## config.mk

```make
export PLATFORM = sky130hd
export DESIGN_NAME = life_round
export DESIGN_NICKNAME = d
export VERILOG_FILES = /design/src/rtl/life_pkg.sv /design/src/rtl/life_rule.sv /design/src/rtl/life_round.sv
export SDC_FILE = /design/constraint.sdc
export NUM_CORES = 1
export LEC_CHECK = 0
export ABC_AREA = 1
export BUFFER_PORTS_ARGS = -buffer_cell sky130_fd_sc_hd__buf_2
export CORE_AREA = 2 2 131 133
export CTS_CLUSTER_SIZE = 14
export DETAILED_ROUTE_END_ITERATION = 8
export DIE_AREA = 0 0 133 135
export SYNTH_ARGS = -nofsm -noshare
export SYNTH_HDL_FRONTEND = slang
export SYNTH_SLANG_ARGS = --single-unit
```

## constraint.sdc

```tcl
create_clock -name clk -period 6.95 [get_ports clk]
set_input_delay 1.0425 -clock clk [delete_from_list [all_inputs] [get_ports clk]]
set_output_delay 1.0425 -clock clk [all_outputs]
set_load 0.02 [all_outputs]
```

## src/rtl/life_pkg.sv

```systemverilog
// life_pkg: shared state type, frame timing constants and the B3/S23 rule for life_round.
package life_pkg;
    typedef enum logic {IDLE, RUN} state_t;
    localparam int FRAME_LEN = 11;
    localparam logic [3:0] SLOT_SELF = 4'd4;
    localparam logic [3:0] SLOT_LAST = 4'd8;
    localparam logic [3:0] CYC_CAPTURE = 4'd9;
    localparam logic [3:0] CYC_WRITE = 4'(FRAME_LEN - 1);
    function automatic int slot_dr(logic [3:0] k);
        return (k < 4'd3) ? -1 : (k < 4'd6) ? 0 : 1;
    endfunction
    function automatic int slot_dc(logic [3:0] k);
        return int'(k % 4'd3) - 1;
    endfunction
    function automatic logic life_next(logic self, logic [3:0] n);
        return (n == 4'd3) | (self & (n == 4'd2));
    endfunction
endpackage

```

## src/rtl/life_rule.sv

```systemverilog
// life_rule: next state of one cell from its own state and its live-neighbour count.
module life_rule import life_pkg::*; (
    input  logic       self,
    input  logic [3:0] n,
    output logic       live
);
    assign live = life_next(self, n);
endmodule

```

## src/rtl/life_round.sv

```systemverilog
// life_round: walks the grid once per evolution-flag change, reading each cell's
// neighbourhood over an 11-cycle frame and writing its next state.
module life_round import life_pkg::*; #(
    parameter int P_PARAM_M = 30,
    parameter int P_PARAM_N = 40,
    parameter int P_POS_W   = 12
) (
    input  logic                   clk,
    input  logic                   rst,
    input  logic                   global_evo_en,
    input  logic                   prev_status,
    output logic                   rden,
    output logic                   wden,
    output logic [2*P_POS_W-1:0]   round_read_pos,
    output logic [2*P_POS_W-1:0]   round_write_pos,
    output logic                   live
);
    localparam logic [P_POS_W-1:0] ROW_LAST = P_POS_W'(P_PARAM_M - 1);
    localparam logic [P_POS_W-1:0] COL_LAST = P_POS_W'(P_PARAM_N - 1);
    localparam logic [P_POS_W-1:0] ONE = P_POS_W'(1);
    state_t state, state_n;
    logic evo_q, rd_q, self_q, self_n, toggle, rden_n, wden_n, rule_live;
    logic [3:0] cyc, cyc_n, acc, acc_n;
    logic [P_POS_W-1:0] row, row_n, col, col_n;
    int nr, nc;
    assign toggle = global_evo_en != evo_q;
    always_comb begin
        state_n = state;
        cyc_n = cyc;
        row_n = row;
        col_n = col;
        if (toggle) begin
            state_n = RUN;
            cyc_n = '0;
            row_n = '0;
            col_n = '0;
        end else if (state == RUN) begin
            cyc_n = (cyc == CYC_WRITE) ? 4'd0 : cyc + 4'd1;
            if (cyc == CYC_WRITE) begin
                col_n = (col == COL_LAST) ? '0 : col + ONE;
                row_n = (col == COL_LAST) ? row + ONE : row;
                state_n = (col == COL_LAST && row == ROW_LAST) ? IDLE : RUN;
            end
        end
    end
    // Read data for the slot issued last cycle lands now; slot 4 is the cell itself.
    always_comb begin
        acc_n = acc;
        self_n = self_q;
        if (state == RUN && rd_q && cyc != 4'd0 && cyc <= CYC_CAPTURE) begin
            if (cyc == SLOT_SELF + 4'd1) self_n = prev_status;
            else acc_n = acc + {3'b0, prev_status};
        end
        if (cyc_n == 4'd0) begin
            acc_n = '0;
            self_n = 1'b0;
        end
    end
    always_comb begin
        nr = int'(row_n) + slot_dr(cyc_n);
        nc = int'(col_n) + slot_dc(cyc_n);
        rden_n = state_n == RUN && cyc_n <= SLOT_LAST && nr >= 0 && nr < P_PARAM_M
                 && nc >= 0 && nc < P_PARAM_N;
        wden_n = state_n == RUN && cyc_n == CYC_WRITE;
    end
    life_rule u_rule (.self(self_n), .n(acc_n), .live(rule_live));
    always_ff @(posedge clk or posedge rst) begin
        if (rst) begin
            state <= IDLE;
            evo_q <= 1'b0;
            rd_q <= 1'b0;
            self_q <= 1'b0;
            cyc <= '0;
            acc <= '0;
            row <= '0;
            col <= '0;
            rden <= 1'b0;
            wden <= 1'b0;
            round_read_pos <= '0;
            round_write_pos <= '0;
            live <= 1'b0;
        end else begin
            state <= state_n;
            evo_q <= global_evo_en;
            rd_q <= rden;
            self_q <= self_n;
            cyc <= cyc_n;
            acc <= acc_n;
            row <= row_n;
            col <= col_n;
            rden <= rden_n;
            wden <= wden_n;
            if (rden_n) round_read_pos <= {nr[P_POS_W-1:0], nc[P_POS_W-1:0]};
            if (wden_n) begin
                round_write_pos <= {row_n, col_n};
                live <= rule_live;
            end
        end
    end
endmodule

```

==> out/qor.csv, run 1 <==
metric,value,unit
status,completed,
hp-class,reg2reg,
num_io_pins,55,
syn_area,0.00753,mm²
path_max_fanout,11,
fmax,154,MHz
synth_cell_types,49,
avgSynthCellArea,6.69,µm²
yosysSeqAreaShare,28.9,%
antenna_found_initial,0,
gr-usage-all-layers,22.1,%
htreeDepth,3,
cts_tree,built,
syn_inst,1126,
vdd_drop_max,0.254,mV
clk_pin_slew,70,ps
dp_slack,-119,ps
nets,1264,
synth-edff-count,0,
vias,7149,
cts-root-buf,clkbuf_16,
yosys_most_used_dff,dfrtp_1,
start_util,45.9,%
r2r_start,state,
dieHeight,135,µm
diodes,0,
wire_per_inst,14.0,µm
p_total,2.60,mW
crit_path_start_kind,input pin,
drt_iter0_drc,529,
drt_drc_violations_left,0,
ys_seq_elements,87,
worst_slack,470,ps
max_slew_margin,27.2,%
rsz0062_at_grt,false,
slowest_delay,360,ps
dp_hpwl,15900,µm
grt_pass1_vias,6490,
ys_warn_count,0,
post_cts_buffers,0,
dp_cells,1398,
io_buffers,54,
min_from,rden,
worst_pin_slew,1090,ps
fin_cells,1415,
crit_start,global_evo_en,
cap_violations,0,
drtAntennaViolNets,0,
core,0.0164,mm²
syn2layout_area_growth,12.3,%
drtPass1Iterations,6,
max-clock-path-buffers,2,
crit_type,in2reg,
grt_pass1_wl,32100,µm
clk_latency,340,ps
cp.arrival,6720,ps
synthArstFlopShare,100,%
fillers,1656,
min_period,6480,ps
globalRouteOverflowTotal,0,
drive_gt1_share,9.96,%
clock_skew,11.8,ps
slew_violations,0,
worstPathRequired,7190,ps
syn-num-nets,1200,
die_area,0.0180,mm²
slowest_stage,ha_1,
min_period_over_period,93.2,%
rows,47,
cp_common_cell,nand2_1,
setup_viol,0,
die_w,133,µm
routed_via_density,5.05,
p_leak,5.03,nW
cts_inserted_buffers,9,
clkSinkCount,87,
worstSetupEndpointType,flip-flop,
grt_max_degree,88,
place_congestion,0.910,
hold_viol_final,0,
powerDensity,308,mW/mm²
wl,19800,µm
worst paths after layout:
path | endpoint | slack (ps) | depth (start not counted)
setup / recovery | round_read_pos[5] | 470 | 36
hold / removal | rd_q | 390 | 0
setup reg to reg | round_read_pos[5] | 640 | 38
hold reg to reg | rd_q | 390 | 0
max in group asynchronous | round_write_pos[19] | 5210 | 3
min in group asynchronous | round_read_pos[8] | 1050 | 3
report_power, final:
part / internal, mW / leakage, nW / switching (mW) / total, mW
Combinational: 0.526 / 3.73 / 1.07 / 1.59
Clock: 0.290 / 0.149 / 0.206 / 0.496
Sequential: 0.509 / 1.15 / 0.00441 / 0.513
routing by layer:
layer  vias to the layer above  GRT usage (%)  wire, µm
li1                       3722              -         -
met2                       125           35.1      8770
met4                         0           6.09       330
met5                         -              0         0
met3                        20           2.06       542
met1                      3282           32.2     10100
placed cells by master (no fill, tap or decap), drive strengths merged, types with 37 or more instances in the layout:
master  instances
nand2         313
inv           217
nor2          120
dfrtp          87
ha             68
buf            67
nand3          64
a21oi          55
o21ai          49
nand4          37
Yosys cell counts (5+ instances only):
library cell  count  share of area, %
o21ai_0          44               2.9
xnor2_1           7              0.81
a21oi_1          55               3.7
nor2_1          115               5.7
inv_1           213                11
nand2_1         308                15
nand4_1          35               2.9
a21o_1            5              0.50
clkbuf_1          8              0.40
nand3_1          58               3.9
dfrtp_1          87                29
xor2_1           24               2.8
nor3_1           12              0.80
ha_1             68                11
nand3b_1          6              0.60
nor4_1            9              0.75
kinds of logic (layout without fill, tap and decap cells):
group / count (synthesis) / count (layout) / synth area share, %
mux: 3 / 3 / 0.399
buf+inv: 233 / 301 / 11.9
compound gates: 131 / 131 / 9.94
flops: 87 / 87 / 28.9
xor+xnor: 32 / 32 / 3.82
fa+ha+maj: 70 / 70 / 11.8
simple gates: 570 / 571 / 33.2
state kept, by name, indices dropped and copies added (netlist names):
register / cells
round_read_pos: 24
round_write_pos: 24
col: 12
row: 12
acc: 4
cyc: 4
evo_q: 1
live: 1
rd_q: 1
rden: 1
self_q: 1
state: 1
wden: 1
metrics by stage:
| step | hold slack (ps) | TNS (ps) | instance area [µm²] | util [%] |
|---|---|---|---|---|
| final | 389 | 0 | 8460 | 51.6 |
| after CTS | 391 | 0 | 8410 | 51.2 |
| after global placement | 361 | -1380 | 8100 | 49.4 |
| after global routing | 415 | 0 | 8460 | 51.6 |
| after detailed placement | 375 | -2230 | 8100 | 49.4 |
| after floorplan | 494 | 0 | 7530 | - |
worst max-delay path, delay by kind of cell:
family	cells	cell delay, ps
buffers and inverters	6	750
and+or+nand+nor	18	2220
xor gates and xnor gates	3	560
adders and majority gates	4	1100
AOI/OAI and AO/OA	5	1040
cell type report:
cell class	instances	area, µm²	area share [%]
clock inverters	6	68.8	0.814
multi-input cells	807	4510	53.3
repair buffers	67	368	4.35
inverters	218	820	9.69
flip-flops and latches	87	2180	25.7
clock buffers	10	239	2.83
well taps	220	275	3.25
what timing repair did:
| action | 4_1_cts | 5_1_grt |
|---|---|---|
| endpoints found under the setup margin | 0 | 24 |
| hold buffers | 0 | 0 |
| gates resized for setup | 0 | 10 |
No activity file was read; power rests on OpenSTA's default activity.
==> inputs of run 2 (changes only) <==
BUFFER_PORTS_ARGS = -buffer_cell sky130_fd_sc_hd__clkbuf_2   (was -buffer_cell sky130_fd_sc_hd__buf_2)
TNS_END_PERCENT = 5   (was not set)
==> out/qor.csv, run 2 (same netlist as run 1, synthesis figures left out) <==
metric,value,unit,change
worst_slack,446,ps,-24.5 ps
cp_common_cell,nand2_1,,
fmax,154,MHz,-0.38%
top_regs,"round_read_pos: 24 flops, round_write_pos: 24 flops",,
min_to,rd_q,,
drive_gt1_share,9.96,%,unchanged
path_buf_inv,6,,unchanged
path_max_fanout,11,,unchanged
whs,381,ps,-8.10 ps
cp.arrival,6740,ps,+20 ps
final-seq-area,0.00218,mm²,unchanged
grt_pass1_vias,6623,,+2.0%
r2r_cells,38,,unchanged
hold_viol_final,0,,unchanged
multi_input_area,0.00453,mm²,+0.42%
cts_inserted_buffers,9,,unchanged
holdPathStages,0,,unchanged
wl,19800,µm,about the same
dp_hpwl,16200,µm,+1.7%
routed_via_density,5.06,,about the same
cap_violations,0,,unchanged
rr_endpoint,round_read_pos[5],,
io_buffers,54,,unchanged
clock_skew,6.84,ps,-4.93 ps
post_cts_buffers,0,,unchanged
htreeDepth,3,,unchanged
syn2layout_area_growth,12.5,%,
diodes,0,,unchanged
clk_latency,340,ps,about the same
clk_pin_slew,60,ps,about the same
grt_max_degree,58,,-34%
vias,7153,,+0.056%
die_w,133,µm,unchanged
rsz0062_at_grt,true,,
p_total,2.59,mW,-0.61%
final_common_cell,nand2_1,,
crit_type,in2reg,,
min_from,rden,,
critPathTopFamily,simple AND/OR/NAND/NOR gates,,
wire_per_inst,14.0,µm,about the same
status,completed,,
vdd_drop_max,0.270,mV,+6.4%
dp_slack,-193,ps,-74.5 ps
crit_path_start_kind,input pin,,
nets,1264,,unchanged
cts_tree,built,,
gr-usage-all-layers,22.5,%,+0.37 points
slew_violations,0,,unchanged
cts-root-buf,clkbuf_16,,
slowest_stage,ha_1,,
rows,47,,unchanged
antenna_found_initial,0,,unchanged
r2r_start,state,,
ctsHoldBuffers,0,,unchanged
place_congestion,0.956,,+5.0%
max_slew_margin,51.4,%,+24 points
die_area,0.0180,mm²,unchanged
worstPathRequired,7190,ps,about the same
slowest_delay,360,ps,about the same
min_period,6500,ps,+24.5 ps
worst_pin_slew,728,ps,-364 ps
max-clock-path-buffers,2,,unchanged
powerDensity,305,mW/mm²,-0.74%
most-common-layout-cells,"nand2_1 (308), inv_1 (212), nor2_1 (113), dfrtp_1 (87), ha_1 (68)",,
drt_drc_violations_left,0,,unchanged
drtAntennaViolNets,0,,unchanged
core,0.0164,mm²,unchanged
min_period_over_period,93.6,%,+0.35 points
start_util,45.9,%,unchanged
reg2reg_setup_slack,590,ps,-50 ps
fillers,1707,,+3.1%
hp-class,reg2reg,,
clkSinkCount,87,,unchanged
drtPass1Iterations,5,,-1
num_io_pins,55,,unchanged
worstSetupEndpointType,flip-flop,,
drt_iter0_drc,438,,-17%
p_leak,5.00,nW,-0.64%
setup_viol,0,,unchanged
grt_pass1_wl,32600,µm,+1.5%
globalRouteOverflowTotal,0,,unchanged
dieHeight,135,µm,unchanged
==> run 2: metal layers <==
layer | part of all wire [%] | vias to the layer above | global-route usage [%]
met5 | 0 | - | 0
met2 | 45 | 153 | 35.2
met3 | 3.8 | 17 | 2.97
li1 | - | 3716 | -
met4 | 1.3 | 0 | 5.50
met1 | 50 | 3267 | 32.9
==> run 2: how the worst max path moves through the flow <==
stage                     cells past startpoint           from            endpoint  slack (ps)
final                                        36  global_evo_en   round_read_pos[5]         450
after global routing                         42  global_evo_en   round_read_pos[5]         -70
after global placement                       36  global_evo_en   round_read_pos[0]         -70
after floorplan                              38  global_evo_en   round_read_pos[0]         860
after detailed placement                     35  global_evo_en  round_read_pos[18]        -190
after CTS                                    36  global_evo_en   round_read_pos[2]         160
==> run 2: layout make-up <==
cell class,count,area share (%)
clock inverter,5,0.680
clock buffer,11,2.87
timing repair buffer,67,4.34
multi-input combinational,807,53.5
sequential,87,25.7
tap,220,3.25
inverter,218,9.68
==> run 2: stage by stage <==
| stage | cell area [µm²] | TNS [ps] | std cells | utilization [%] |
|---|---|---|---|---|
| finish | 8470 | 0 | 1415 | 51.6 |
| global route | 8470 | -155 | 1415 | 51.6 |
| CTS | 8400 | 0 | 1414 | 51.2 |
| detailed placement | 8100 | -4290 | 1398 | 49.4 |
| global placement | 8100 | -1410 | 1398 | 49.4 |
| floorplan | 7530 | 0 | 1126 | - |
==> run 2: what timing repair did <==
| item | 4_1_cts | 5_1_grt |
|---|---|---|
| setup endpoints to repair | 0 | 24 |
| endpoints found under the hold margin | 0 | 0 |
| resized for setup | 0 | 12 |
==> run 2: where the power goes <==
part | switching (mW) | internal (mW) | total, mW
clock network | 0.199 | 0.288 | 0.487
logic | 1.06 | 0.522 | 1.59
registers | 0.00459 | 0.509 | 0.513
total | 1.27 | 1.32 | 2.59
==> inputs of run 3 (changes only) <==
CORE_AREA = 2 2 100 175   (was 2 2 131 133)
DIE_AREA = 0 0 102 177   (was 0 0 133 135)
==> out/qor.csv, run 3 (same netlist as run 1, synthesis figures left out) <==
metric,value,unit,change
path_max_fanout,8,,-3
clk_pin_slew,70,ps,about the same
drt_iter0_drc,216,,-51%
globalRouteOverflowTotal,0,,unchanged
dp_hpwl,17200,µm,+6.5%
gr-usage-all-layers,23.8,%,+1.4 points
die_area,0.0181,mm²,+0.55%
max-clock-path-buffers,2,,unchanged
syn2layout_area_growth,13.2,%,
hold_viol_final,0,,unchanged
drive_gt1_share,10.4,%,+0.48 points
worstPathRequired,7190,ps,about the same
drtPass1Iterations,5,,unchanged
tns,0,ps,unchanged
grt_max_degree,88,,+52%
setup_viol,0,,unchanged
grt_pass1_wl,33700,µm,+3.5%
cts_tree,built,,
place_congestion,0.933,,-2.4%
dieHeight,177,µm,+31%
die_w,102,µm,-23%
crit_type,in2reg,,
crit_path_start_kind,input pin,,
start_util,45.1,%,-0.84 points
num_io_pins,55,,unchanged
min_period_over_period,93.2,%,-0.36 points
fin_cells,1425,,+0.71%
fillers,1791,,+4.9%
most-common-layout-cells,"nand2_1 (308), inv_1 (211), nor2_1 (111), dfrtp_1 (87), ha_1 (68)",,
cp.arrival,6720,ps,-20 ps
cts-root-buf,clkbuf_16,,
drt_drc_violations_left,0,,unchanged
diodes,0,,unchanged
slowest_stage,ha_1,,
nets,1267,,+0.24%
wl,21100,µm,+6.6%
final-seq-area,0.00218,mm²,unchanged
final_common_cell,nand2_1,,
vdd_drop_max,0.206,mV,-24%
rsz0062_at_grt,true,,
min_period,6480,ps,-24.8 ps
worstSetupEndpointType,flip-flop,,
slew_violations,0,,unchanged
status,completed,,
cts_inserted_buffers,9,,unchanged
clkSinkCount,87,,unchanged
wire_per_inst,14.8,µm,+5.8%
dp_slack,-360,ps,-167 ps
grt_pass1_vias,7088,,+7.0%
io_buffers,54,,unchanged
antenna_found_initial,0,,unchanged
cp_common_cell,nand2_1,,
dp_cells,1404,,+0.43%
drtAntennaViolNets,0,,unchanged
slowest_delay,380,ps,+20 ps
multi_input_area,0.00456,mm²,+0.72%
p_leak,5.01,nW,+0.23%
routed_via_density,5.16,,+2.0%
fmax,154,MHz,+0.38%
clk_latency,340,ps,about the same
worst_slack,471,ps,+24.8 ps
cap_violations,0,,unchanged
max_slew_margin,29.2,%,-22 points
powerDensity,308,mW/mm²,+0.92%
htreeDepth,3,,unchanged
top_regs,"round_read_pos: 24 flops, round_write_pos: 24 flops",,
clock_skew,7.74,ps,+0.900 ps
vias,7348,,+2.7%
hp-class,reg2reg,,
rows,63,,+34%
whs,431,ps,+50.6 ps
core,0.0167,mm²,+1.9%
worst_pin_slew,1060,ps,+333 ps
[run 3: critical path, delay by kind of cell]
| family | cells | cell delay (ps) |
|---|---|---|
| AND/OR/NAND/NOR | 21 | 2690 |
| adder cells (fa/ha/maj) | 4 | 1070 |
| buffers and inverters | 9 | 890 |
| AO/OA/AOI/OAI | 4 | 760 |
| XOR/XNOR | 1 | 240 |
[run 3: power by group]
group / total, mW / internal (mW) / switching, mW
clock network: 0.452 / 0.253 / 0.200
logic: 1.66 / 0.520 / 1.14
registers: 0.513 / 0.509 / 0.00410
[run 3: worst paths after layout]
check / start / endpoint / slack [ps] / cells after the start
worst max-delay path: global_evo_en / round_read_pos[6] / 470 / 39
worst min-delay path: rden / rd_q / 430 / 0
worst max register to register: state / round_read_pos[6] / 580 / 41
worst min register to register: rden / rd_q / 430 / 0
max in group asynchronous: rst / wden / 5250 / 3
min in group asynchronous: rst / round_write_pos[1] / 1030 / 3
[run 3: timing repair]
item                       in CTS  in global routing
hold buffers                    0                  0
pin swaps                       0                  5
gates cloned                    0                  3
gates resized for setup         1                 15
setup buffers                   0                  2
setup endpoints to repair      23                 24
[run 3: final cells by class]
cell class              instances  area share, %
clock inverters                 6          0.528
clock buffers                  10           2.80
repair buffers                 68           4.70
flip-flops and latches         87           25.5
well taps                     227           3.33
multi-input cells             809           53.5
inverters                     218           9.61
[run 3: per-layer routing]
metal / wire length, µm / global-route usage, % / part of all wire [%] / up-vias
met5: 0 / 0 / 0 / -
met1: 8000 / 24.5 / 38 / 3387
li1: - / - / - / 3733
met4: 1510 / 16.7 / 7.2 / 0
met2: 11200 / 43.9 / 53 / 150
met3: 415 / 2.21 / 2.0 / 78
[run 3: per-stage QoR]
| step | total power [mW] | utilization (%) | area [µm²] |
|---|---|---|---|
| 6_report | 2.63 | 51.0 | 8530 |
| 5_1_grt | 2.88 | 51.0 | 8530 |
| 4_1_cts | 2.54 | 50.2 | 8390 |
| 3_5_place_dp | 2.08 | 48.5 | 8100 |
| 3_3_place_gp | 2.08 | 48.5 | 8100 |
| 2_1_floorplan | 1.68 | - | 7530 |
